[src/rtl/dpwm_duty_controller.sv]
// Button-driven duty/frequency controller for a DPWM: synchronizes and debounces the
// buttons, steps duty/frequency with auto-repeat, and interlocks the BUCK/bridge enables.
module dpwm_duty_controller #(
  parameter int unsigned DEBOUNCE_CYCLES = 4,
  parameter int unsigned REPEAT_DELAY    = 20,
  parameter int unsigned REPEAT_PERIOD   = 8,
  parameter int unsigned DEAD_CYCLES     = 3
) (
  input  logic       CLK_FPGA_BOARD,
  input  logic       reinicio,
  input  logic       boton_aumentar,
  input  logic       boton_disminuir,
  input  logic       seleccion_funcion,
  input  logic       seleccion_salida,
  output logic [3:0] duty_cycle,
  output logic [1:0] freq_sel,
  output logic       buck_enable,
  output logic       bridge_enable,
  output logic [3:0] bcd_tens,
  output logic [3:0] bcd_ones,
  output logic       value_changed
);

  localparam int unsigned DBW = $clog2(DEBOUNCE_CYCLES + 1);
  localparam int unsigned RMX = (REPEAT_DELAY > REPEAT_PERIOD) ? REPEAT_DELAY : REPEAT_PERIOD;
  localparam int unsigned RCW = $clog2(RMX + 1);
  localparam int unsigned DCW = $clog2(DEAD_CYCLES + 1);

  typedef enum logic [2:0] {IDLE, STEP, HOLD, REPEAT, LOCK} btn_state_t;
  typedef enum logic [1:0] {RUN_BUCK, DEAD, RUN_BRIDGE} out_state_t;

  // Bit order: 0 = aumentar, 1 = disminuir, 2 = funcion, 3 = salida
  logic [3:0] sync1, sync2;
  logic [1:0] db, db_next;
  logic [DBW-1:0] db_cnt [2];

  btn_state_t btn_state, btn_next;
  logic [RCW-1:0] rep_cnt, rep_cnt_next;
  logic dir_up, dir_up_next, do_step;
  logic both, released;

  out_state_t out_state, out_next;
  logic [DCW-1:0] dead_cnt, dead_cnt_next;
  logic target, target_next;

  logic [3:0] duty_q;
  logic [1:0] freq_q;
  logic [3:0] active_val, tens_next, ones_next;

  always_ff @(posedge CLK_FPGA_BOARD) begin
    if (reinicio) begin
      sync1 <= '0;
      sync2 <= '0;
    end else begin
      sync1 <= {seleccion_salida, seleccion_funcion, boton_disminuir, boton_aumentar};
      sync2 <= sync1;
    end
  end

  // A level is accepted on the cycle its hold count completes, so the FSM sees it at once
  always_comb begin
    db_next = db;
    for (int i = 0; i < 2; i++) begin
      if (sync2[i] != db[i] && db_cnt[i] == DBW'(DEBOUNCE_CYCLES - 1)) db_next[i] = sync2[i];
    end
  end

  always_ff @(posedge CLK_FPGA_BOARD) begin
    if (reinicio) begin
      db <= '0;
      for (int i = 0; i < 2; i++) db_cnt[i] <= '0;
    end else begin
      db <= db_next;
      for (int i = 0; i < 2; i++) begin
        if (sync2[i] == db[i] || db_next[i] != db[i]) db_cnt[i] <= '0;
        else db_cnt[i] <= db_cnt[i] + DBW'(1);
      end
    end
  end

  always_ff @(posedge CLK_FPGA_BOARD) begin
    if (reinicio) begin
      btn_state <= IDLE;
      rep_cnt   <= '0;
      dir_up    <= 1'b0;
    end else begin
      btn_state <= btn_next;
      rep_cnt   <= rep_cnt_next;
      dir_up    <= dir_up_next;
    end
  end

  always_comb begin
    btn_next     = btn_state;
    rep_cnt_next = rep_cnt;
    dir_up_next  = dir_up;
    do_step      = 1'b0;
    both         = db_next[0] & db_next[1];
    released     = dir_up ? ~db_next[0] : ~db_next[1];
    case (btn_state)
      IDLE: begin
        rep_cnt_next = '0;
        if (both) btn_next = LOCK;
        else if (db_next[0] && !db[0]) begin
          btn_next    = STEP;
          dir_up_next = 1'b1;
        end else if (db_next[1] && !db[1]) begin
          btn_next    = STEP;
          dir_up_next = 1'b0;
        end
      end
      STEP: begin
        rep_cnt_next = '0;
        if (both) btn_next = LOCK;
        else begin
          do_step  = 1'b1;
          btn_next = HOLD;
        end
      end
      HOLD: begin
        if (both || released) begin
          btn_next     = both ? LOCK : IDLE;
          rep_cnt_next = '0;
        end else if (rep_cnt == RCW'(REPEAT_DELAY - 1)) begin
          btn_next     = REPEAT;
          rep_cnt_next = '0;
        end else rep_cnt_next = rep_cnt + RCW'(1);
      end
      REPEAT: begin
        if (both || released) begin
          btn_next     = both ? LOCK : IDLE;
          rep_cnt_next = '0;
        end else if (rep_cnt == RCW'(REPEAT_PERIOD - 1)) begin
          do_step      = 1'b1;
          rep_cnt_next = '0;
        end else rep_cnt_next = rep_cnt + RCW'(1);
      end
      LOCK: begin
        rep_cnt_next = '0;
        if (!db_next[0] && !db_next[1]) btn_next = IDLE;
      end
      default: begin
        btn_next     = IDLE;
        rep_cnt_next = '0;
      end
    endcase
  end

  // Saturating step on whichever value the function select points at right now
  always_ff @(posedge CLK_FPGA_BOARD) begin
    if (reinicio) begin
      duty_cycle    <= 4'd8;
      freq_sel      <= 2'd0;
      duty_q        <= 4'd8;
      freq_q        <= 2'd0;
      value_changed <= 1'b0;
      bcd_tens      <= 4'd0;
      bcd_ones      <= 4'd8;
    end else begin
      if (do_step) begin
        if (sync2[2]) begin
          if (dir_up && freq_sel != 2'd3) freq_sel <= freq_sel + 2'd1;
          else if (!dir_up && freq_sel != 2'd0) freq_sel <= freq_sel - 2'd1;
        end else begin
          if (dir_up && duty_cycle != 4'd15) duty_cycle <= duty_cycle + 4'd1;
          else if (!dir_up && duty_cycle != 4'd0) duty_cycle <= duty_cycle - 4'd1;
        end
      end
      duty_q        <= duty_cycle;
      freq_q        <= freq_sel;
      value_changed <= (duty_cycle != duty_q) || (freq_sel != freq_q);
      bcd_tens      <= tens_next;
      bcd_ones      <= ones_next;
    end
  end

  always_comb begin
    active_val = sync2[2] ? {2'b00, freq_sel} : duty_cycle;
    tens_next  = (active_val >= 4'd10) ? 4'd1 : 4'd0;
    ones_next  = (active_val >= 4'd10) ? active_val - 4'd10 : active_val;
  end

  always_ff @(posedge CLK_FPGA_BOARD) begin
    if (reinicio) begin
      out_state     <= DEAD;
      dead_cnt      <= '0;
      target        <= 1'b0;
      buck_enable   <= 1'b0;
      bridge_enable <= 1'b0;
    end else begin
      out_state     <= out_next;
      dead_cnt      <= dead_cnt_next;
      target        <= target_next;
      buck_enable   <= (out_next == RUN_BUCK);
      bridge_enable <= (out_next == RUN_BRIDGE);
    end
  end

  // Break-before-make: any selection change restarts a full dead gap toward the newest target
  always_comb begin
    out_next      = out_state;
    dead_cnt_next = '0;
    target_next   = target;
    case (out_state)
      RUN_BUCK: begin
        if (sync2[3]) begin
          out_next    = DEAD;
          target_next = 1'b1;
        end
      end
      RUN_BRIDGE: begin
        if (!sync2[3]) begin
          out_next    = DEAD;
          target_next = 1'b0;
        end
      end
      DEAD: begin
        if (sync2[3] != target) target_next = sync2[3];
        else if (dead_cnt == DCW'(DEAD_CYCLES - 1)) out_next = target ? RUN_BRIDGE : RUN_BUCK;
        else dead_cnt_next = dead_cnt + DCW'(1);
      end
      default: out_next = DEAD;
    endcase
  end

endmodule

[config.mk]
export PLATFORM = sky130hd
export DESIGN_NAME = dpwm_duty_controller
export DESIGN_NICKNAME = d
export VERILOG_FILES = /design/src/rtl/dpwm_duty_controller.sv
export SDC_FILE = /design/constraint.sdc
export NUM_CORES = 1
export LEC_CHECK = 0
export ABC_CLOCK_PERIOD_IN_PS = 3200
export CORE_MARGIN = 3
export CORE_UTILIZATION = 50
export DETAILED_ROUTE_END_ITERATION = 6
export GPL_TIMING_DRIVEN = 0
export PLACE_DENSITY = 0.75
export SLEW_MARGIN = 15
export SYNTH_ARGS = -nofsm -noshare
export SYNTH_HDL_FRONTEND = slang
export SYNTH_SLANG_ARGS = --single-unit
export TNS_END_PERCENT = 50
[constraint.sdc]
create_clock -name CLK_FPGA_BOARD -period 3.2 [get_ports CLK_FPGA_BOARD]
set_clock_uncertainty 0.1 [all_clocks]
set_input_delay 0.96 -clock CLK_FPGA_BOARD [delete_from_list [all_inputs] [get_ports CLK_FPGA_BOARD]]
set_output_delay 0.96 -clock CLK_FPGA_BOARD [all_outputs]
set_load 0.01 [all_outputs]
== After elaboration in Yosys (flattened, before gate mapping) ==
Memory sizes are Yosys's and may differ from the RTL's.
Index checks and enable logic that the tools add are counted.
Cells by class
  add/sub/neg operators: 9
  multipliers: 0
  divide/modulo/power cells: 0
  order comparisons: 1
  eq/ne operators: 30
  shifts and indexed selects: 0
  mux-type cells: 59
  bitwise logic cells: 10
  reductions and logical operators: 33
Operators with widths (count)
  $mux 3: 13
  $mux 1: 26
  $mux 5: 4
  $mux 4: 4
  $pmux 3 s5: 1
  $mux 2: 7
  $eq 3x2->1 const B: 4
  $ne 2x2->1 const B: 6
  $pmux 5 s2: 1
  $logic_and 1x1->1: 9
  $reduce_and 3->1: 3
  $ne 4x4->1 const B: 2
  $reduce_and 4->1: 2
  $reduce_bool 2->1: 4
  $add 3x1->3 const B: 2
  $eq 2x2->1 const B: 3
  $pmux 2 s3: 1
  $add 5x1->5 const B: 1
  $eq 5x3->1 const B: 1
  $eq 5x5->1 const B: 1
  $logic_not 1->1: 5
  $ne 1x1->1: 5
  $not 1->1: 5
  $add 2x1->2 const B: 2
  other kinds (22): 30
Word-level totals
  register bits: 47
  bits in latches: 0
  RAM bits: 6
  ROM bits: 0
  input port bits: 6
  output and inout port bits: 17
  logic and storage cells: 161
  memories: 1
Memory list
  db_cnt: words 2, bits a word 3, rd ports 2, clocked after Yosys merged registers in 0, write ports 2, line 35  | logic [DBW-1:0] db_cnt [2];

== Longest topological paths before layout ==
An unclocked memory read counts as a cell.
  depth in word-level cells: 11
  mapped depth: 9
  gate-level depth less buffers: 9

== Worst setup path before layout ==
No wires, ideal clock.
  path type: register to register
  from: memory db_cnt[0][0] (netlist bit)
  to: register duty_cycle[0]
  setup time: 0.121 ns
  arrival: 2.160 ns
  required time: 2.979 ns
  setup slack: 0.819 ns
  stages on the path, launching flop included: 9
  path buffers: 0
  period minus slack after synthesis: 2.381 ns
  path through: edfxtp_1 ha_1 ha_1 mux2i_2 inv_2 nor3_4 o2111ai_2 a211oi_4 mux2_2
RTL lines
  start, declared: line 35
  end signal, assigned: line 165  | if (dir_up && duty_cycle != 4'd15) duty_cycle <= duty_cycle + 4'd1;
  end signal, assigned: line 166  | else if (!dir_up && duty_cycle != 4'd0) duty_cycle <= duty_cycle - 4'd1;
  end, declared: line 15  | output logic [3:0] duty_cycle,

==> run metrics <==
max_cap viols=0; Die X=approximately 74 um; Clock Tree Root=clkbuf_8; PortBufs=19; DP Wirelength=around 2.8 mm; fin crit period=2.81 ns; multiplexer share of the synthesized area=roughly 5.7%; placed cells=between 300 and 400; number of CTS-inserted buffers=5; Routed Antenna Nets=0; final setup TNS=0 ns; first-pass GRT wire length=6.87 mm; pin count of the biggest net entering global routing=17; Slew Limit Fails=0; vias in the first global route=about 1600; Seq pwr share=58.1%; Crit Path Category=in -> reg; Synth warnings=0; synth top area cells=dfxtp_1, edfxtp_1, ha_1, nor2b_1, nor2_1; startpoint types=primary input; leakage=roughly 1.1 nW; Psw=about 0.28 mW; outcome=finished clean; Yosys cell types=47; cell with the most instances after synthesis=dfxtp_1; Post-Syn Instances=about 250; die span in y=roughly 74 um; gr ovfl total=0; post-synthesis compound-gate area fraction=about a tenth; core box area=4440 um2; hold_buf cts=0; Layout Nets=298; share of post-route cells with drive strength above 1=between 10% and 20%; I/O Pins=23; Worst-path clk slew=approximately 0.090 ns; Final Hold Fails=0; prevailing post-synth register cell=dfxtp_1; clock share of power=about a third; CP Capture Type=flop; worst slew pin tran=roughly 0.54 ns; CTS tree=done; share of the yosys chip area belonging to registers=a little under half; final cell count without fillers=~330; cell row count=24; drt first-iter violations=72; Switching Share=between 20% and 30%; Initial Util=a little over half; Peak Freq=356 MHz; drt drc=0; Slew headroom=a little under two thirds; async set or reset register ratio after synthesis=0%; GPL Wtd Cong=roughly 0.83; maximum vdd drop=between 0.2 and 0.3 mV; total of flip-flops plus latches after synthesis=50; Setup Buffers After CTS=0; Simple-Gate Fraction of Synth Area=20.7%; area of the mapped netlist=roughly 2300 um2; worst skew pair latency=roughly 0.30 ns; final hold slack=0.317 ns; PwrDens=426 nW/um2; area share of the largest cell type after synthesis=a little under two fifths; Pint=a little under 0.9 mW; Comb power frac=between 10% and 20%; H-Tree Depth=2; Post-Synth XOR/XNOR Area=5.98%; Tcrit/Tclk final=between 80% and 90%; drt total wl=a little under 4 mm; Area Overhead vs Synth=15.8%; Antenna Cells=0; Req. time, crit path=roughly 3.2 ns; DR WL/cell=around 12 um; RSZ-0062 raised after global routing=false; adder-cell area share of the yosys netlist=slightly below 7%; synth cell count leaders=dfxtp_1, nor2_1, nor2b_1; cell taking the most area after synthesis=dfxtp_1; Final Setup Violations=0; syn avg cell area=about 9.5 um2; initial antenna violation count=0; vias post-DR=1675; Hold Crit Class=reg -> reg; critical path fanouts, max=10; largest family of logic cells by synthesized area=simple AND/OR/NAND/NOR gates; first drt pass iteration count=4; Longest Clk Path Bufs=2; Die ar.=5540 um2; crit path DAT=about 2.8 ns; EDFF count, synth=6; vias per cell=approximately 5; post-cts resize count=0; Sink Count=50; GR Util All Layers=between 10% and 20%
==> final cells by class <==
type / count / area, um2
Clock inverter: 3 / 20.0
Sequential cell: 50 / 1060
Tap cell: 52 / 65.1
Clock buffer: 5 / 68.8
Buffer: 15 / 68.8
Multi-Input combinational cell: 175 / 1190
Timing Repair Buffer: 19 / 190
Fill cell: 407 / 1730
Inverter: 14 / 52.6
==> power groups by stage <==
stage               registers [mW]  clock network (mW)  logic (mW)
floorplan                    0.688                   0      0.0793
global placement             0.686                   0       0.117
detailed placement           0.687                   0       0.119
CTS                          0.672               0.379       0.119
global route                 0.676               0.402       0.134
finish                       0.672               0.366       0.119
==> per-layer routing <==
layer / vias to the layer above / GRT usage (%) / share of wire (%)
met5: - / 0 / 0
met4: 0 / 6.52 / 1.4
met3: 4 / 3.78 / 3.2
met2: 26 / 26.0 / 46
met1: 761 / 20.4 / 49
li1: 884 / - / -
==> layout by cell type (no fill, tap or decap), types with 2 or more instances in the layout <==
master	synthesis	layout
dfxtp_1	44	44
nor3_1	7	7
clkbuf_8	0	5
edfxtp_1	6	6
ha_1	11	11
nand3_1	6	6
mux2i_1	3	3
nand3b_1	2	2
a22oi_1	2	2
nor2b_1	20	20
clkdlybuf4s50_1	0	19
a21oi_1	11	11
o22ai_1	2	2
buf_4	3	3
inv_2	2	2
nor2_1	30	30
o31ai_1	2	2
xnor2_1	8	8
xor2_1	8	8
o21ai_0	7	7
nor3b_1	2	2
mux2_2	6	6
clkbuf_1	10	10
nand2b_1	5	5
or2_2	2	2
a31oi_1	3	3
nor4_1	3	3
nand2_1	9	9
inv_1	12	12
conb_1	2	9
==> final timing paths <==
path / startpoint / end / slack [ns] / depth (start not counted)
worst max-delay path: reinicio / db_cnt[0][1] / 0.39 / 5
worst min-delay path: dead_cnt[0] / dead_cnt[0] / 0.32 / 1
worst max register to register: db_cnt[0][0] / duty_cycle[1] / 0.57 / 8
worst min register to register: dead_cnt[0] / dead_cnt[0] / 0.32 / 1
==> critical path, cell delays in order <==
cell	delay [ns]
clkdlybuf4s50_1	0.64
clkbuf_1	0.43
clkbuf_1	0.45
nand3b_1	0.23
nor2_1	0.06
==> sequential cells by signal, summed over array words and instances (netlist names), 2 cells and up <==
name,count
sync1,4
rep_cnt,5
bcd_ones,4
out_state,2
db_cnt,6
dead_cnt,2
sync2,4
duty_cycle,4
freq_sel,2
btn_state,3
duty_q,4
db,2
freq_q,2
==> logic make-up after synthesis <==
| group | Yosys count |
|---|---|
| compound gates | 35 |
| xor+xnor | 16 |
| fa+ha+maj | 12 |
| buf+inv | 29 |
| flops | 50 |
| mux | 11 |
| other cells | 2 |
| simple gates | 92 |
==> metrics by stage <==
| step | utilization, % | instance area (um2) | setup slack [ns] | power (mW) |
|---|---|---|---|---|
| 6_report | 61.1 | 2710 | 0.389 | 1.16 |
| 5_1_grt | 61.1 | 2710 | 0.226 | 1.21 |
| 4_1_cts | 61.1 | 2710 | 0.347 | 1.17 |
| 3_5_place_dp | 59.1 | 2630 | 0.0157 | 0.806 |
| 3_3_place_gp | 59.1 | 2630 | 0.0370 | 0.803 |
| 2_1_floorplan | - | 2370 | 0.819 | 0.767 |
No activity file was read; power rests on OpenSTA's default activity.
